[config.mk]
export PLATFORM = sky130hd
export DESIGN_NAME = lsu_mem_ctrl
export DESIGN_NICKNAME = d
export VERILOG_FILES = /design/src/rtl/lsu_mem_ctrl.sv
export SDC_FILE = /design/constraint.sdc
export NUM_CORES = 1
export LEC_CHECK = 0
export BUFFER_PORTS_ARGS = -buffer_cell sky130_fd_sc_hd__buf_2
export CELL_PAD_IN_SITES_DETAIL_PLACEMENT = 0
export CELL_PAD_IN_SITES_GLOBAL_PLACEMENT = 1
export CORE_MARGIN = 3
export CORE_UTILIZATION = 38
export CTS_CLUSTER_SIZE = 14
export DETAILED_ROUTE_END_ITERATION = 8
export PLACE_DENSITY_LB_ADDON = 0.08
export SYNTH_ARGS = -nofsm -noshare
export SYNTH_HDL_FRONTEND = slang
export SYNTH_SLANG_ARGS = --single-unit
export TNS_END_PERCENT = 5
[constraint.sdc]
create_clock -name clk -period 5.7 [get_ports clk]
set_input_delay 1.14 -clock clk [delete_from_list [all_inputs] [get_ports clk]]
set_output_delay 1.14 -clock clk [all_outputs]
set_load 0.01 [all_outputs]
[src/rtl/lsu_mem_ctrl.sv]
// Load/store controller: one RV32I memory request at a time against a word-wide memory,
// with sub-word loads extracted/extended and sub-word stores done as read-modify-write.
module lsu_mem_ctrl #(
    parameter int unsigned ADDR_BITS = 10
) (
    input  logic        clk,
    input  logic        rst,
    input  logic        req_valid,
    output logic        req_ready,
    input  logic        req_we,
    input  logic [2:0]  req_funct3,
    input  logic [31:0] req_addr,
    input  logic [31:0] req_wdata,
    output logic        rsp_valid,
    output logic [31:0] rsp_rdata,
    output logic        rsp_error,
    output logic        MemRead,
    output logic        MemWrite,
    output logic [31:0] mem_addr,
    output logic [31:0] mem_wdata,
    input  logic [31:0] mem_rdata
);

    typedef enum logic [1:0] {IDLE, RD, WR, RESP} state_t;

    state_t      state_q, state_d;
    logic        we_q;
    logic [2:0]  f3_q;
    logic [1:0]  lane_q;
    logic [15:0] wdata_q;
    logic        err_q;
    logic [31:0] word_q;
    logic [31:0] mem_addr_q;
    logic [31:0] mem_wdata_q;

    logic        accept;
    logic        req_misaligned;
    logic        req_illegal;
    logic        req_oor;
    logic        req_err;
    logic [31:0] merged;
    logic [31:0] load_val;
    logic [7:0]  sel_byte;
    logic [15:0] sel_half;

    assign accept = req_valid & req_ready;

    always_comb begin
        req_misaligned = ((req_funct3[1:0] == 2'b01) & req_addr[0])
                       | ((req_funct3[1:0] == 2'b10) & (req_addr[1:0] != 2'b00));
        if (req_we)
            req_illegal = req_funct3[2] | (req_funct3[1:0] == 2'b11);
        else
            req_illegal = (req_funct3 == 3'b011) | (req_funct3[2:1] == 2'b11);
        req_oor = (req_addr >> ADDR_BITS) != '0;
        req_err = req_misaligned | req_illegal | req_oor;
    end

    always_ff @(posedge clk or posedge rst) begin
        if (rst)
            state_q <= IDLE;
        else
            state_q <= state_d;
    end

    always_comb begin
        state_d = state_q;
        unique case (state_q)
            IDLE: begin
                if (accept) begin
                    if (req_err)
                        state_d = RESP;
                    else if (req_we && req_funct3 == 3'b010)
                        state_d = WR;
                    else
                        state_d = RD;
                end
            end
            RD:      state_d = we_q ? WR : RESP;
            WR:      state_d = RESP;
            RESP:    state_d = IDLE;
            default: state_d = IDLE;
        endcase
    end

    always_comb begin
        req_ready = (state_q == IDLE) & ~rst;
        MemRead   = (state_q == RD);
        MemWrite  = (state_q == WR);
        rsp_valid = (state_q == RESP);
        rsp_error = (state_q == RESP) & err_q;
        rsp_rdata = ((state_q == RESP) && !err_q && !we_q) ? load_val : '0;
        mem_addr  = mem_addr_q;
        mem_wdata = mem_wdata_q;
    end

    // Merge is computed from live mem_rdata so the write word is ready on entry to WR.
    always_comb begin
        merged = mem_rdata;
        if (f3_q[1:0] == 2'b00)
            merged[{lane_q, 3'b000} +: 8] = wdata_q[7:0];
        else
            merged[{lane_q[1], 4'b0000} +: 16] = wdata_q;
    end

    always_comb begin
        sel_byte = word_q[{lane_q, 3'b000} +: 8];
        sel_half = word_q[{lane_q[1], 4'b0000} +: 16];
        case (f3_q)
            3'b000:  load_val = {{24{sel_byte[7]}}, sel_byte};
            3'b001:  load_val = {{16{sel_half[15]}}, sel_half};
            3'b100:  load_val = {24'h000000, sel_byte};
            3'b101:  load_val = {16'h0000, sel_half};
            default: load_val = word_q;
        endcase
    end

    always_ff @(posedge clk or posedge rst) begin
        if (rst) begin
            we_q        <= 1'b0;
            f3_q        <= '0;
            lane_q      <= '0;
            wdata_q     <= '0;
            err_q       <= 1'b0;
            word_q      <= '0;
            mem_addr_q  <= '0;
            mem_wdata_q <= '0;
        end else begin
            if (accept) begin
                we_q    <= req_we;
                f3_q    <= req_funct3;
                lane_q  <= req_addr[1:0];
                wdata_q <= req_wdata[15:0];
                err_q   <= req_err;
                if (!req_err)
                    mem_addr_q <= {req_addr[31:2], 2'b00};
                if (!req_err && req_we && req_funct3 == 3'b010)
                    mem_wdata_q <= req_wdata;
            end
            if (state_q == RD) begin
                word_q <= mem_rdata;
                if (we_q)
                    mem_wdata_q <= merged;
            end
        end
    end

endmodule

* After elaboration in Yosys (flattened, before gate mapping)
Cells that the tools add are included.
** Cells by class
- Add/subtract/negate cells :: 2
- Equality and inequality tests :: 13
- Shift operators :: 6
- Multiplexer cells :: 15
- Bitwise logic cells :: 12
- Reductions and logical operators :: 14
** Operators with widths (number)
- two-way mux 32 bit :: 6
- one-hot mux 32 bit (4 select lines) :: 1
- bitwise mux 32 bit :: 2
- nonzero test 32 bit :: 1
- variable shift 16 x 7 -> 32 bit (first input constant) :: 1
- variable shift 8 x 7 -> 32 bit (first input constant) :: 1
- indexed part select 16 x 7 -> 32 bit :: 1
- indexed part select 32 x 6 -> 16 bit :: 1
- indexed part select 32 x 6 -> 8 bit :: 1
- indexed part select 8 x 7 -> 32 bit :: 1
- negation 5 -> 7 bit :: 2
- == test 2 bit (second input constant) :: 5
- one-hot mux 2 bit (4 select lines) :: 1
- == test 3 x 2 -> 1 bit (second input constant) :: 2
- == test 3 bit (second input constant) :: 2
- two-way mux 2 bit :: 3
- bitwise AND 1 bit :: 5
- logical AND 1 bit :: 5
- OR 1 bit :: 5
- == test 2 x 1 -> 1 bit (second input constant) :: 2
- zero test 2 bit :: 2
- == test 3 x 1 -> 1 bit (second input constant) :: 1
- zero test 1 bit :: 3
- zero test 3 bit :: 1
- other kinds (5) :: 7
** Storage, ports and cells
- Flip-flop bits (word level) :: 119
- Input bits :: 103
- Output and inout bits :: 101
- Word-level logic and storage cells :: 71

* Depth between registers and ports, before layout
- Depth after elaboration :: 12
- Gate-level depth with buffers :: 9
- Depth with buffers taken out :: 7

* Least setup slack after synthesis
OpenSTA, ideal clock, no wires.
- Path kind :: input -> register
- From :: input rst
- To :: register f3_q[0]
- Setup time :: 117 ps
- Arrival time :: 4276 ps
- Path slack :: 1307 ps
- Cell stages on the path :: 5
- Path through :: inv_1 -> nand3_1 -> clkbuf_1 -> nand2_1 -> nand2_1
** On the way
- Word-level cells in the longest chain between the ends :: 3
** Ends and longest elaborated chain
- start, declared :: line 7 : input logic rst,
- inverter 1 bit :: line 87 : req_ready = (state_q == IDLE) & ~rst;
- bitwise AND 1 bit :: line 87
- bitwise AND 1 bit :: line 46 : assign accept = req_valid & req_ready;
- end signal, assigned :: line 131 : f3_q <= req_funct3;
- end, declared :: line 28 : logic [2:0] f3_q;
Every way passes these cells.
A chain may end at the register's enable or synchronous reset.

* Final worst setup path
- From :: register lane_q[1]
- To :: output rsp_rdata[19]
** On the way
- Word-level cells in the longest chain between the ends :: 3
- Elaborated cells on any way between the ends :: 4
** Ends and longest elaborated chain
- start, declared :: line 29 : logic [1:0] lane_q;
- start signal, assigned :: line 132 : lane_q <= req_addr[1:0];
- indexed part select 32 x 6 -> 16 bit or indexed part select 32 x 6 -> 8 bit (tied branches) :: line 108, 107
- one-hot mux 32 bit (4 select lines) (*) :: line 109 : case (f3_q)
- two-way mux 32 bit (*) :: line 92 : rsp_rdata = ((state_q == RESP) && !err_q && !we_q) ? load_val : '0;
- end, declared :: line 15 : output logic [31:0] rsp_rdata,
Every way passes the cells marked *; elsewhere a longest branch is shown, timed or not.

==> out/qor.txt <==
Post-Route WL = 19,600 µm
# DRC = 0
Mean Syn Cell Area = 9.93 µm²
Crit-path most repeated cell = nand2_1
Power per cell area = 532 mW/mm²
Clk sinks = 119
Mux contribution to synthesized area = 0.0683
Leading area contributor after synthesis = dfrtp_1
First-pass GRT wire length = 30,800 µm
# diodes = 0
Final instance area = 0.00791 mm²
Hold Buf Count CTS = 0
GP Congestion = 0.873
Largest net degree at the start of global routing = 65
Worst path buffer plus inverter count = 1
Vert. Die Dim = 134 µm
Max frequency = 0.249 GHz
Remaining Overflow, GRT = 0
Final Hold Fails = 0
Cts repair resizes = 0
Antenna viol nets, final = 0
#FFs+latches synth = 119
Die W = 134 µm
Minimum clock period = 4.02 ns
Total number of vias = 5,576
Critical path's slowest cell = dfrtp_1
Initial Util = 0.390
DR pass1 iterations = 5
IO Port Bufs = 201
First DRT Iteration DRCs = 390
CP Capture Type = output pin
Leakage power total = 3.85 nW
Global Route Usage Sum = 0.220
Initial antenna violation count = 2
Cell Chain, Critical Path = mux4_2 -> a21oi_4 -> nand2_1 -> nand2_1 -> nor2_1 -> buf_2
Worst path max stage delay = 1.01 ns
Layout cells sized above 1 = 0.388
TritonCTS Buffers = 17
Max FO, Critical Path = 35
Count of pins over their slew limit = 0
Adder-cell share of the synthesized area = 0.0200
Post-DR vias/cell = 5.37
Worst min path class = reg2reg
Synth Flop Type = dfrtp_1
Clock buffer depth = 2
Rel. slew slack = 0.238
Critical Path RT = 4.56 ns
Most instantiated library cell after synthesis = dfrtp_1
H-tree Lvls = 4
Synth-to-layout area growth = 26.7%
Most common library cells after synthesis = dfrtp_1, nand2_1, nor2_1
RSZ-0062 raised after global routing = no
Yosys warns = 0
Final Setup Violations = 0
Clock slew at reported path FFs = 0.06 ns
Status = finished, final reports clean
Critical path launch point type = flop
CTS tree = yes
Worst EP arrival = 2.88 ns
Post-synth EDFFs = 0
Clock Tree Root = clkbuf_16
Setup TNS = 0 ns
Synth Area in Compound Gates = 0.203
Kind of critical path = reg2out
Synth Area in XOR/XNOR = 0
Max_cap viols = 0
Post-synthesis simple-gate area fraction = 0.187
Cell family with most CP delay = flip-flops
Tcrit/Tclk final = 0.705
Setup Skew = 0.00663 ns
Worst-Skew Late Latency = 0.42 ns
Worst Tran Pin Value = 1.14 ns
Post-DP HPWL = 14,800 µm
Post-CTS Setup Bufs = 0
Area after DPL = 0.00733 mm²
Synth area leaders = dfrtp_1, nand2_1, mux2_2, a211oi_2, a221oi_1
Placement row count = 46
DR WL/cell = 18.9 µm
Post-Synthesis Cell Area = 0.00624 mm²
Post-synth ARST share = 1.00
Distinct cells, synth = 48
Vias in the first global route = 5,476
Layout Nets = 922
Die area = 0.0180 mm²
IO Count = 204
Seq/Total Area, Yosys = 0.477
Synth Instances = 629
Largest family of logic cells by synthesized area = compound AO/OA/AOI/OAI gates
Top-area cell type share of the netlist area = 0.477
Peak supply drop = 0.000295 V
Core Area = 0.0160 mm²
per-layer routing:
metal	track usage	up-vias	part of all wire
met2	0.339	234	0.46
met1	0.301	2678	0.43
met3	0.0518	36	0.075
met4	0.0888	4	0.031
met5	0	-	0.0011
li1	-	2624	-
kinds of logic (layout without fill, tap and decap cells):
group           after synthesis  count (layout)
simple gates                253             253
compound gates              151             151
flops                       119             119
buf+inv                      59             251
mux                          36              36
fa+ha+maj                    10              10
other cells                   1               2
cell usage in the layout (no fill, tap or decap), drive strengths merged, types with 2 or more instances in the layout:
| master | instances |
|---|---|
| nor2 | 66 |
| mux4 | 2 |
| clkinv | 4 |
| nand4b | 2 |
| nand2 | 106 |
| o21ai | 21 |
| dfrtp | 119 |
| buf | 205 |
| nor2b | 17 |
| conb | 2 |
| nand3 | 3 |
| a21oi | 31 |
| nand2b | 2 |
| and2b | 8 |
| clkbuf | 18 |
| inv | 19 |
| and2 | 3 |
| a32oi | 7 |
| mux2 | 33 |
| a221o | 8 |
| a211oi | 33 |
| clkinvlp | 4 |
| ha | 10 |
| a221oi | 31 |
| a21o | 8 |
| nor3 | 35 |
| nor4 | 6 |
| o221a | 7 |
cell type report:
type                            instances  area [µm²]
Sequential cell                       119        2980
Inverter                               14        55.1
Fill cell                            1627        8090
Multi-Input combinational cell        452        2990
Timing Repair Buffer                  205        1040
Clock buffer                           18         439
Tap cell                              216         270
Clock inverter                         14         141
power breakdown:
part           internal [W]  switching (W)  total (W)
sequential          0.00117       0.000369    0.00154
combinational      0.000669       0.000954    0.00162
clock              0.000621       0.000423    0.00104
worst reg2reg max path, delay by kind of cell, from the launching register on:
family,cells,cell delay [ns]
and+or+nand+nor,2,1.84
adders and majority gates,1,0.23
muxes,1,0.43
buffers and inverters,1,0.14
DFF,1,0.40
stage by stage:
| step | cells | hold WS (ns) | setup slack (ns) | util | power (W) |
|---|---|---|---|---|---|
| floorplan | 630 | 0.470 | 1.31 | - | 0.00262 |
| detailed placement | 1006 | 0.470 | 1.92 | 0.458 | 0.00317 |
| global placement | 1006 | 0.468 | 2.06 | 0.458 | 0.00313 |
| global route | 1038 | 0.500 | 1.42 | 0.495 | 0.00450 |
| CTS | 1038 | 0.489 | 1.63 | 0.495 | 0.00423 |
| finish | 1038 | 0.488 | 1.68 | 0.495 | 0.00421 |
path summary, 6_finish.rpt:
kind	start	slack, ns	cells after the start	end
min in group asynchronous	rst	0.87	2	mem_addr[17]
worst min-delay path	mem_addr[23]	0.49	1	mem_addr[23]
worst max-delay path	lane_q[1]	1.68	6	rsp_rdata[19]
worst min register to register	mem_addr[23]	0.49	1	mem_addr[23]
max in group asynchronous	rst	3.49	3	wdata_q[13]
worst max register to register	state_q[1]	2.56	5	mem_addr[5]
sequential cells by signal, indices dropped and copies added, names as in the netlist:
signal	count
mem_addr	30
state_q	2
wdata_q	16
we_q	1
f3_q	3
mem_wdata	32
word_q	32
err_q	1
lane_q	2
(Power assumes the default switching activity.)
